--- src/rtl/gameplay_pkg.sv ---
// Shared constants and types for the gameplay tick/input front end.
package gameplay_pkg;

  localparam logic [1:0] MODE_PLAY = 2'b01;

  localparam int NUM_BTN    = 4;
  localparam int BTN_LEFT   = 0;
  localparam int BTN_DOWN   = 1;
  localparam int BTN_RIGHT  = 2;
  localparam int BTN_ROTATE = 3;

  typedef enum logic [1:0] {
    IDLE   = 2'd0,
    FIRST  = 2'd1,
    REPEAT = 2'd2
  } rpt_state_t;

  // Gravity period for a speed level, floored at 2 so the counter always has a
  // non-zero phase between pulses even at aggressive shift amounts.
  function automatic int unsigned drop_period(input int unsigned drop, input logic [1:0] lvl);
    int unsigned p;
    p = drop >> lvl;
    if (p < 2) p = 2;
    return p;
  endfunction

endpackage

--- src/rtl/gameplay_tick_input_if.sv ---
// Signal bundle between the gameplay front end and its surroundings.
interface gameplay_tick_input_if;
  logic [1:0] mode;
  logic [3:0] btn_n;
  logic [1:0] speed_level;
  logic       SecEn;
  logic       adjustSecEn;
  logic       left;
  logic       down;
  logic       right;
  logic       rotate;

  modport master (
    output mode, btn_n, speed_level,
    input  SecEn, adjustSecEn, left, down, right, rotate
  );

  modport slave (
    input  mode, btn_n, speed_level,
    output SecEn, adjustSecEn, left, down, right, rotate
  );
endinterface

--- src/rtl/gameplay_tick_input_key_debounce.sv ---
// Two-flop synchronizer and stable-count debouncer for one active-low button;
// produces an active-high level.
module key_debounce #(
  parameter int DEBOUNCE_CYCLES = 500_000,
  parameter int CNT_W           = 26
) (
  input  logic Clk,
  input  logic Resetn,
  input  logic btn_n,
  output logic level
);

  localparam logic [CNT_W-1:0] TERM = CNT_W'(DEBOUNCE_CYCLES - 1);

  logic             sync_a;
  logic             sync_b;
  logic             pressed;
  logic [CNT_W-1:0] cnt;

  assign pressed = ~sync_b;

  // Sync flops come out of reset released so no phantom press is seen.
  always_ff @(posedge Clk or negedge Resetn) begin
    if (!Resetn) begin
      sync_a <= 1'b1;
      sync_b <= 1'b1;
      cnt    <= '0;
      level  <= 1'b0;
    end else begin
      sync_a <= btn_n;
      sync_b <= sync_a;
      if (pressed == level) begin
        cnt <= '0;
      end else if (cnt >= TERM) begin
        level <= pressed;
        cnt   <= '0;
      end else begin
        cnt <= cnt + 1'b1;
      end
    end
  end

endmodule

--- src/rtl/gameplay_tick_input.sv ---
// Timing and key front end for the gameplay FSM: debounced keys, gravity tick
// and auto-repeat tick, with both ticks gated to play mode.
//
// state  | meaning
// IDLE   | no key held or not in play; repeat counter parked at 0
// FIRST  | key held, waiting out the initial delay
// REPEAT | initial delay done, pulsing every REPEAT_CYCLES
module gameplay_tick_input
  import gameplay_pkg::*;
#(
  parameter int DROP_CYCLES     = 50_000_000,
  parameter int INITIAL_DELAY   = 15_000_000,
  parameter int REPEAT_CYCLES   = 5_000_000,
  parameter int DEBOUNCE_CYCLES = 500_000,
  parameter int CNT_W           = 26
) (
  input logic                  Clk,
  input logic                  Resetn,
  gameplay_tick_input_if.slave gif
);

  localparam logic [CNT_W-1:0] FIRST_TERM  = CNT_W'(INITIAL_DELAY - 1);
  localparam logic [CNT_W-1:0] REPEAT_TERM = CNT_W'(REPEAT_CYCLES - 1);

  logic [NUM_BTN-1:0] key;
  logic [NUM_BTN-1:0] key_d;
  logic               play;
  logic               held;
  logic               rise;

  for (genvar i = 0; i < NUM_BTN; i++) begin : g_key
    key_debounce #(
      .DEBOUNCE_CYCLES(DEBOUNCE_CYCLES),
      .CNT_W          (CNT_W)
    ) u_debounce (
      .Clk   (Clk),
      .Resetn(Resetn),
      .btn_n (gif.btn_n[i]),
      .level (key[i])
    );
  end

  assign play = (gif.mode == MODE_PLAY);
  assign held = |key;
  assign rise = |(key & ~key_d);

  always_ff @(posedge Clk or negedge Resetn) begin
    if (!Resetn) key_d <= '0;
    else         key_d <= key;
  end

  assign gif.left   = key[BTN_LEFT];
  assign gif.down   = key[BTN_DOWN];
  assign gif.right  = key[BTN_RIGHT];
  assign gif.rotate = key[BTN_ROTATE];

  logic [CNT_W-1:0] period;
  logic [CNT_W-1:0] grav_cnt;
  logic             sec_q;

  assign period = CNT_W'(drop_period(DROP_CYCLES, gif.speed_level));

  // >= so that a shorter period chosen mid-count fires on the next edge.
  always_ff @(posedge Clk or negedge Resetn) begin
    if (!Resetn) begin
      grav_cnt <= '0;
      sec_q    <= 1'b0;
    end else if (!play) begin
      grav_cnt <= '0;
      sec_q    <= 1'b0;
    end else if (grav_cnt >= period - 1'b1) begin
      grav_cnt <= '0;
      sec_q    <= 1'b1;
    end else begin
      grav_cnt <= grav_cnt + 1'b1;
      sec_q    <= 1'b0;
    end
  end

  assign gif.SecEn = sec_q & play;

  rpt_state_t       state;
  rpt_state_t       state_nxt;
  logic [CNT_W-1:0] rpt_cnt;
  logic [CNT_W-1:0] rpt_cnt_nxt;
  logic             adj;

  always_ff @(posedge Clk or negedge Resetn) begin
    if (!Resetn) begin
      state   <= IDLE;
      rpt_cnt <= '0;
    end else begin
      state   <= state_nxt;
      rpt_cnt <= rpt_cnt_nxt;
    end
  end

  // A newly pressed key always gets a full initial delay, even mid-repeat.
  always_comb begin
    state_nxt   = state;
    rpt_cnt_nxt = rpt_cnt;
    adj         = 1'b0;
    if (!held || !play) begin
      state_nxt   = IDLE;
      rpt_cnt_nxt = '0;
    end else if (rise || state == IDLE) begin
      state_nxt   = FIRST;
      rpt_cnt_nxt = '0;
    end else begin
      case (state)
        FIRST: begin
          if (rpt_cnt >= FIRST_TERM) begin
            adj         = 1'b1;
            state_nxt   = REPEAT;
            rpt_cnt_nxt = '0;
          end else begin
            rpt_cnt_nxt = rpt_cnt + 1'b1;
          end
        end
        REPEAT: begin
          if (rpt_cnt >= REPEAT_TERM) begin
            adj         = 1'b1;
            rpt_cnt_nxt = '0;
          end else begin
            rpt_cnt_nxt = rpt_cnt + 1'b1;
          end
        end
        default: begin
          state_nxt   = IDLE;
          rpt_cnt_nxt = '0;
        end
      endcase
    end
  end

  assign gif.adjustSecEn = adj;

endmodule

--- src/flat_wrapper.sv ---
// flat-port wrapper written by rule: the top's interface ports become plain ports
module gameplay_tick_input_flat import gameplay_pkg::*;
#(
  parameter int DROP_CYCLES     = 50_000_000,
  parameter int INITIAL_DELAY   = 15_000_000,
  parameter int REPEAT_CYCLES   = 5_000_000,
  parameter int DEBOUNCE_CYCLES = 500_000,
  parameter int CNT_W           = 26
)
  (Clk, Resetn, gif_mode, gif_btn_n, gif_speed_level, gif_SecEn, gif_adjustSecEn, gif_left, gif_down, gif_right, gif_rotate);
  gameplay_tick_input_if gif_i ();
  input logic Clk;
  input logic Resetn;
  input wire logic [$bits(gif_i.mode)-1:0] gif_mode;
  input wire logic [$bits(gif_i.btn_n)-1:0] gif_btn_n;
  input wire logic [$bits(gif_i.speed_level)-1:0] gif_speed_level;
  output wire logic [$bits(gif_i.SecEn)-1:0] gif_SecEn;
  output wire logic [$bits(gif_i.adjustSecEn)-1:0] gif_adjustSecEn;
  output wire logic [$bits(gif_i.left)-1:0] gif_left;
  output wire logic [$bits(gif_i.down)-1:0] gif_down;
  output wire logic [$bits(gif_i.right)-1:0] gif_right;
  output wire logic [$bits(gif_i.rotate)-1:0] gif_rotate;
  assign gif_i.mode = gif_mode;
  assign gif_i.btn_n = gif_btn_n;
  assign gif_i.speed_level = gif_speed_level;
  assign gif_SecEn = gif_i.SecEn;
  assign gif_adjustSecEn = gif_i.adjustSecEn;
  assign gif_left = gif_i.left;
  assign gif_down = gif_i.down;
  assign gif_right = gif_i.right;
  assign gif_rotate = gif_i.rotate;
  gameplay_tick_input #(.DROP_CYCLES(DROP_CYCLES), .INITIAL_DELAY(INITIAL_DELAY), .REPEAT_CYCLES(REPEAT_CYCLES), .DEBOUNCE_CYCLES(DEBOUNCE_CYCLES), .CNT_W(CNT_W)) u_core (.Clk(Clk), .Resetn(Resetn), .gif(gif_i));
endmodule
--- config.mk ---
export PLATFORM = sky130hd
export DESIGN_NAME = gameplay_tick_input_flat
export DESIGN_NICKNAME = d
export VERILOG_FILES = /design/src/rtl/gameplay_pkg.sv /design/src/rtl/gameplay_tick_input_if.sv /design/src/rtl/gameplay_tick_input_key_debounce.sv /design/src/rtl/gameplay_tick_input.sv /design/src/flat_wrapper.sv
export SDC_FILE = /design/constraint.sdc
export NUM_CORES = 1
export LEC_CHECK = 0
export ABC_CLOCK_PERIOD_IN_PS = 2500
export BUFFER_PORTS_ARGS = -buffer_cell sky130_fd_sc_hd__buf_4
export CAP_MARGIN = 20
export CORE_MARGIN = 4
export CORE_UTILIZATION = 40
export DETAILED_ROUTE_END_ITERATION = 12
export SKIP_CTS_REPAIR_TIMING = 1
export SLEW_MARGIN = 25
export SYNTH_ARGS = -nofsm -noshare
export SYNTH_HDL_FRONTEND = slang
export SYNTH_SLANG_ARGS = --single-unit
export TNS_END_PERCENT = 5
--- constraint.sdc ---
create_clock -name Clk -period 2.5 [get_ports Clk]
set_clock_uncertainty 0.05 [all_clocks]
set_input_delay 0.5 -clock Clk [delete_from_list [all_inputs] [get_ports Clk]]
set_output_delay 0.5 -clock Clk [all_outputs]
set_load 0.01 [all_outputs]
==> flow_metrics.py, run 1 <==
metrics = {
    "grt": {
        "grt_max_degree": 70,
        "grt-ovfl-total": 0,
        "grtUsageTotal_pct": 13.9,
        "grt_pass1_wl_mm": 27.8,
        "antenna_found_initial": 0,
        "grt_pass1_vias": 5801,
    },
    "place": {
        "portBuffers": 15,
        "place_ws_ns": -0.0421,
        "gp_congestion": 0.801,
        "dp_cells": 1157,
        "dpl.hpwl_mm": 10.5,
    },
    "yosys": {
        "synth.area.mux_share_pct": 0.117,
        "synthTopCellsByCount": "dfrtp_1 (167), nor2_1 (112), nand2_1 (60), nor3_1 (58)",
        "seq_area_frac_synth_pct": 51.3,
        "synth_top_cell_area_share_pct": 48.8,
        "synthArstFlopShare_pct": 100,
        "synth_top_family_by_area": "simple AND/OR/NAND/NOR gates",
        "synth.avg_cell_area_um2": 10.3,
        "synth_area_leaders": "dfrtp_1 (49%), xnor2_1 (5.8%), xor2_1 (5.8%)",
        "yosysUniqueCellTypes": 56,
        "synth-edff-count": 0,
        "synthXorXnorAreaFrac_pct": 11.7,
        "synth_top_area_cell": "dfrtp_1",
        "syn-instance-count": 830,
        "synth-compound-area-share_pct": 5.06,
        "synthSimpleGateAreaFrac_pct": 24.6,
        "synthFlopType": "dfrtp_1",
        "synth_adder_area_share_pct": 4.82,
        "syn_area_um2": 8560,
        "synth_seq_cells": 175,
        "yosysMostFrequentCell": "dfrtp_1",
        "yosys_warnings": 0,
    },
    "cts": {
        "insertion_delay_ns": 0.42,
        "clock_sinks": 175,
        "cts_root_buffer": "clkbuf_16",
        "cts_buffers": 17,
        "cts.path.max_buffers": 2,
        "h-tree-depth": 4,
        "clk_pin_slew_ns": 0.07,
        "cts_tree": "done",
    },
    "detailed_routing": {
        "avgRoutedWirePerCell_um": 13.2,
        "viasPerCell": 4.98,
        "route.detailed.drc": 0,
        "drtPass1Iterations": 5,
        "wl_mm": 15.7,
        "drt-initial-drc-count": 265,
        "ant_nets": 0,
        "routed-via-count": 5928,
    },
    "timing": {
        "worstMarginPinSlew_ns": 0.663,
        "fin_tns_setup_ns": -0.206,
        "fin_crit_sh_pct": 108,
        "setup_viol": 1,
        "relSlewSlack_pct": 55.4,
        "worst_slack_ns": -0.206,
        "rsz0062_at_grt": "true",
        "slew_viol_final": 0,
        "fin_crit_ns": 2.71,
        "max_freq_ghz": 0.370,
        "hold_viol": 0,
    },
    "die": {
        "ios": 16,
        "placementRows": 53,
        "initial_core_util_pct": 40.7,
        "die-area_um2": 23800,
        "die_h_um": 154,
        "core_region_area_um2": 21000,
        "fp.dieW_um": 154,
    },
    "finish": {
        "syn_to_final_growth_pct": 15.3,
        "layout.cells.non_filler": 1191,
        "diodes": 0,
        "fill_cells": 1953,
        "drive_gt1_share_pct": 12.7,
        "fin_nets": 946,
    },
    "critical_path": {
        "path_class": "flop to primary output",
        "rrSetupSlack_ns": 0.29,
        "cp-start-kind": "flop",
        "worstPathArrival_ns": 2.16,
        "r2r-start": "u_core.rpt_cnt[10]$_DFF_PN0_",
        "crit_fanout": 2,
        "crit_path_end": "gif_adjustSecEn",
        "worstSetupEndpointType": "primary output",
        "r2r_end": "u_core.rpt_cnt[18]$_DFF_PN0_",
        "r2r_cells": 8,
        "critPathLaunch": "u_core.rpt_cnt[17]$_DFF_PN0_",
        "crit_required_ns": 1.95,
    },
    "outcome": {
        "violations": "negative setup slack",
        "status": "finished, violations left",
    },
    "power_and_ir_drop": {
        "ir_drop_mv": 0.375,
        "power.density_nw_per_um2": 558,
        "p_leak_uw": 0.00400,
    },
    "job": {
        "max-cap-violations": 0,
    },
    "worst_hold_path": {
        "min_path_type": "input pin to flop",
    },
}
[per-layer routing]
| metal | global-route usage [%] | wire length [um] | vias to the layer above |
|---|---|---|---|
| met1 | 19.5 | 8020 | 2822 |
| met4 | 3.99 | 192 | 0 |
| met2 | 21.8 | 7080 | 79 |
| met5 | 0 | 0 | - |
| met3 | 2.91 | 386 | 12 |
| li1 | - | - | 3015 |
[area by class of cell]
type                       instances  area (um2)  share of cell area (%)
clock buffer                      20         447                    4.53
clock inverter                    12        87.6                   0.887
inverter                          19        71.3                   0.723
multi-input combinational        648        4140                    42.0
sequential                       175        4390                    44.5
tap                              275         344                    3.49
timing repair buffer              42         388                    3.93
[power by group]
| part | internal, uW | total, uW | switching (uW) |
|---|---|---|---|
| registers | 2880 | 2900 | 25.1 |
| clock network | 1300 | 2400 | 1100 |
| logic | 67.4 | 198 | 130 |
[worst min path at each step]
stage	end	from	slack (ns)	cells after the start
5_1_grt	u_core.g_key[1].u_debounce.sync_a$_DFF_PN1_	gif_btn_n[1]	0.11	1
4_1_cts	u_core.rpt_cnt[6]$_DFF_PN0_	Resetn	-0.07	1
3_3_place_gp	u_core.g_key[0].u_debounce.sync_b$_DFF_PN1_	u_core.g_key[0].u_debounce.sync_a$_DFF_PN1_	0.30	0
3_5_place_dp	u_core.g_key[2].u_debounce.sync_b$_DFF_PN1_	u_core.g_key[2].u_debounce.sync_a$_DFF_PN1_	0.30	0
6_report	u_core.g_key[1].u_debounce.sync_a$_DFF_PN1_	gif_btn_n[1]	0.14	1
2_1_floorplan	u_core.g_key[0].u_debounce.cnt[0]$_DFF_PN0_	Resetn	0.15	0
[stage by stage]
stage	hold slack [ns]	power (uW)	cell area, um2	util (%)
finish	0.135	5500	9870	46.9
global placement	0.299	3150	9280	44.2
global route	0.106	5760	9870	46.9
detailed placement	0.298	3150	9280	44.2
floorplan	0.154	3030	8690	-
CTS	-0.0695	5580	9820	46.7
[critical path, cell delays in order, from the launching register on]
cell and delay [ns]:
dfrtp_1 0.39, o311a_1 0.34, o31a_1 0.25, a211oi_2 0.22, and2b_1 0.23, o21ba_4 0.19
buf_6 0.11
[sequential cells by signal, summed over array words and instances, names as in the netlist]
| name | cells |
|---|---|
| u_core.key_d | 4 |
| u_core.g_key.u_debounce.sync_b | 4 |
| u_core.sec_q | 1 |
| u_core.state | 2 |
| u_core.rpt_cnt | 26 |
| u_core.g_key.u_debounce.level | 4 |
| u_core.grav_cnt | 26 |
| u_core.g_key.u_debounce.cnt | 104 |
| u_core.g_key.u_debounce.sync_a | 4 |
[layout by cell type, fill, tap and decap left out, drive strengths merged, types with 20 or more instances in the layout]
| master | count |
|---|---|
| nor3 | 78 |
| dfrtp | 167 |
| inv | 21 |
| xor2 | 57 |
| nand4 | 31 |
| nand3 | 52 |
| xnor2 | 57 |
| ha | 33 |
| nand2 | 61 |
| nor2 | 112 |
| clkbuf | 20 |
| buf | 41 |
| conb | 37 |
[cell families after synthesis]
kind of cell / count (synthesis)
compound gates: 59
xor+xnor: 114
fa+ha+maj: 33
buf+inv: 42
flops: 175
mux: 1
other cells: 2
simple gates: 404
No activity file was read; power rests on OpenSTA's default activity.
==> run 2: changes to the inputs <==
- REMOVE_ABC_BUFFERS: unset -> 1
==> run 2 against run 1 <==
Effect of this change:
- the run still ends with negative setup slack left
- via count rose by 0.91%
- setup slack improved by 0.056 ns
- critical path depth unchanged
- sequential power about the same
- routed wire length is 0.32% lower
- register-to-register slack improved by 0.07 ns
- worst hold slack lost 0.12 ns
- sequential cell count unchanged
- cell count up 0.59%
- power increased by 3.5%
- critical path type unchanged
- critical endpoint unchanged
- highest routed layer unchanged
==> flow_metrics.py, run 2 (same netlist as run 1, synthesis figures left out) <==
metrics = {
    "finish": {
        "layout_common_cells": "dfrtp_1 (164), nor2_1 (112), nand2_1 (60), nor3_1 (58)",
        "largestRegisters": "u_core.g_key.u_debounce.cnt: 104 flops, u_core.grav_cnt: 26 flops, u_core.rpt_cnt: 26 flops",
        "fin_util_pct": 47.3,
        "final_common_cell": "dfrtp_1",
        "diodes": 0,
        "syn_to_final_growth_pct": 16.2,
        "largest_reg_flops": 104,
        "fill_cells": 1959,
        "drive_gt1_share_pct": 13.8,
        "top_register": "u_core.g_key.u_debounce.cnt",
        "fin_nets": 953,
    },
    "place": {
        "place_ws_ns": -0.137,
        "gp_congestion": 0.786,
        "dpl.hpwl_mm": 10.9,
        "portBuffers": 15,
    },
    "grt": {
        "grt_max_degree": 66,
        "grtUsageTotal_pct": 14.1,
        "antenna_found_initial": 0,
        "grt-ovfl-total": 0,
        "grt_pass1_wl_mm": 28.1,
        "grt_pass1_vias": 5997,
    },
    "detailed_routing": {
        "drtPass1Iterations": 4,
        "drt-initial-drc-count": 239,
        "route.detailed.drc": 0,
        "avgRoutedWirePerCell_um": 13.1,
        "wl_mm": 15.6,
        "ant_nets": 0,
        "viasPerCell": 4.99,
        "routed-via-count": 5982,
    },
    "cts": {
        "clk_pin_slew_ns": 0.08,
        "cts_root_buffer": "clkbuf_16",
        "insertion_delay_ns": 0.43,
        "cts_buffers": 17,
        "cts_tree": "done",
        "clock_sinks": 175,
        "h-tree-depth": 4,
        "cts.path.max_buffers": 2,
    },
    "critical_path": {
        "worstSetupEndpointType": "primary output",
        "crit_required_ns": 1.95,
        "path_cells": "o311a_1 > o31a_1 > a211oi_2 > and2b_1 > o21ba_2 > buf_4",
        "crit_slowest_cell": "dfrtp_1",
        "cp_num_buf_inv": 1,
        "rrSetupSlack_ns": 0.36,
        "path_class": "flop to primary output",
        "crit_fanout": 2,
        "cp-start-kind": "flop",
        "worstPathArrival_ns": 2.10,
        "path_delay_family": "compound AO/OA/AOI/OAI gates",
        "r2r_cells": 7,
        "r2r_end": "u_core.grav_cnt[20]$_DFF_PN0_",
        "crit_path_max_incr_delay_ns": 0.38,
        "r2r-start": "u_core.grav_cnt[24]$_DFF_PN0_",
    },
    "power_and_ir_drop": {
        "p_leak_uw": 0.00406,
        "ir_drop_mv": 0.399,
        "clock_power_share_pct": 45.6,
        "swShare_pct": 23.4,
        "switching_power_uw": 1330,
        "power.density_nw_per_um2": 573,
        "power_uw": 5700,
        "p_int_uw": 4370,
        "sequentialPowerShare_pct": 50.9,
        "comb_power_share_pct": 3.6,
    },
    "worst_hold_path": {
        "min_path_type": "input pin to asynchronous set/reset pin",
    },
    "timing": {
        "worstMarginPinSlew_ns": 0.629,
        "slew_viol_final": 0,
        "setup_viol": 1,
        "fin_crit_sh_pct": 106,
        "hold_viol": 0,
        "rsz0062_at_grt": "true",
        "relSlewSlack_pct": 57.8,
        "worst_slack_ns": -0.149,
        "max_freq_ghz": 0.377,
        "fin_crit_ns": 2.65,
        "fin_tns_setup_ns": -0.149,
    },
    "die": {
        "die_h_um": 154,
        "core_region_area_um2": 21000,
        "die-area_um2": 23800,
        "placementRows": 53,
        "ios": 16,
        "initial_core_util_pct": 40.7,
        "fp.dieW_um": 154,
    },
    "job": {
        "max-cap-violations": 0,
    },
    "outcome": {
        "violations": "negative setup slack",
        "status": "finished, violations left",
    },
}
run 2: power by group through the flow:
stage | Clock (uW) | Combinational, uW | Sequential [uW]
6_report | 2600 | 203 | 2900
5_1_grt | 2790 | 237 | 2900
4_1_cts | 2670 | 206 | 2900
3_5_place_dp | 0 | 206 | 2950
3_3_place_gp | 0 | 203 | 2950
2_1_floorplan | 0 | 76.6 | 2950
run 2: layer usage:
metal,wire (um),GRT usage [%]
met4,154,3.78
met3,286,2.85
met5,0,0
met1,7780,19.6
met2,7410,22.5
run 2: final cells by class:
cell class                 count  area, um2  share of cell area [%]
tap                          275        344                    3.46
timing repair buffer          49        434                    4.36
inverter                      19       71.3                   0.717
sequential                   175       4390                    44.1
clock buffer                  19        433                    4.35
clock inverter                13        141                    1.42
multi-input combinational    648       4140                    41.6
run 2: worst max path at each step:
stage,from,endpoint,slack [ns],depth (start not counted)
after global placement,gif_speed_level[0],u_core.grav_cnt[15]$_DFF_PN0_,0.007,11
after CTS,u_core.rpt_cnt[15]$_DFF_PN0_,gif_adjustSecEn,-0.33,6
after detailed placement,gif_speed_level[0],u_core.grav_cnt[2]$_DFF_PN0_,-0.14,11
after global routing,u_core.rpt_cnt[15]$_DFF_PN0_,gif_adjustSecEn,-0.25,6
final,u_core.rpt_cnt[15]$_DFF_PN0_,gif_adjustSecEn,-0.15,6
after floorplan,u_core.state[0]$_DFFE_PN0P_,gif_adjustSecEn,-0.39,5
run 2: per-stage QoR:
| step | std cells | hold WS (ns) | cell area [um2] |
|---|---|---|---|
| after detailed placement | 1163 | 0.299 | 9330 |
| after global placement | 1163 | 0.296 | 9330 |
| after CTS | 1195 | 0.0205 | 9900 |
| after global routing | 1198 | 0.0494 | 9950 |
| final | 1198 | 0.0105 | 9950 |
| after floorplan | 842 | 0.154 | 8560 |
run 2: worst reg2reg max path, delay by kind of cell (launching register included):
kind | cells | cell delay (ns)
AND/OR/NAND/NOR | 4 | 0.83
buffers and inverters | 1 | 0.18
AO/OA/AOI/OAI | 1 | 0.21
adder cells (fa/ha/maj) | 1 | 0.31
flip-flops | 1 | 0.43
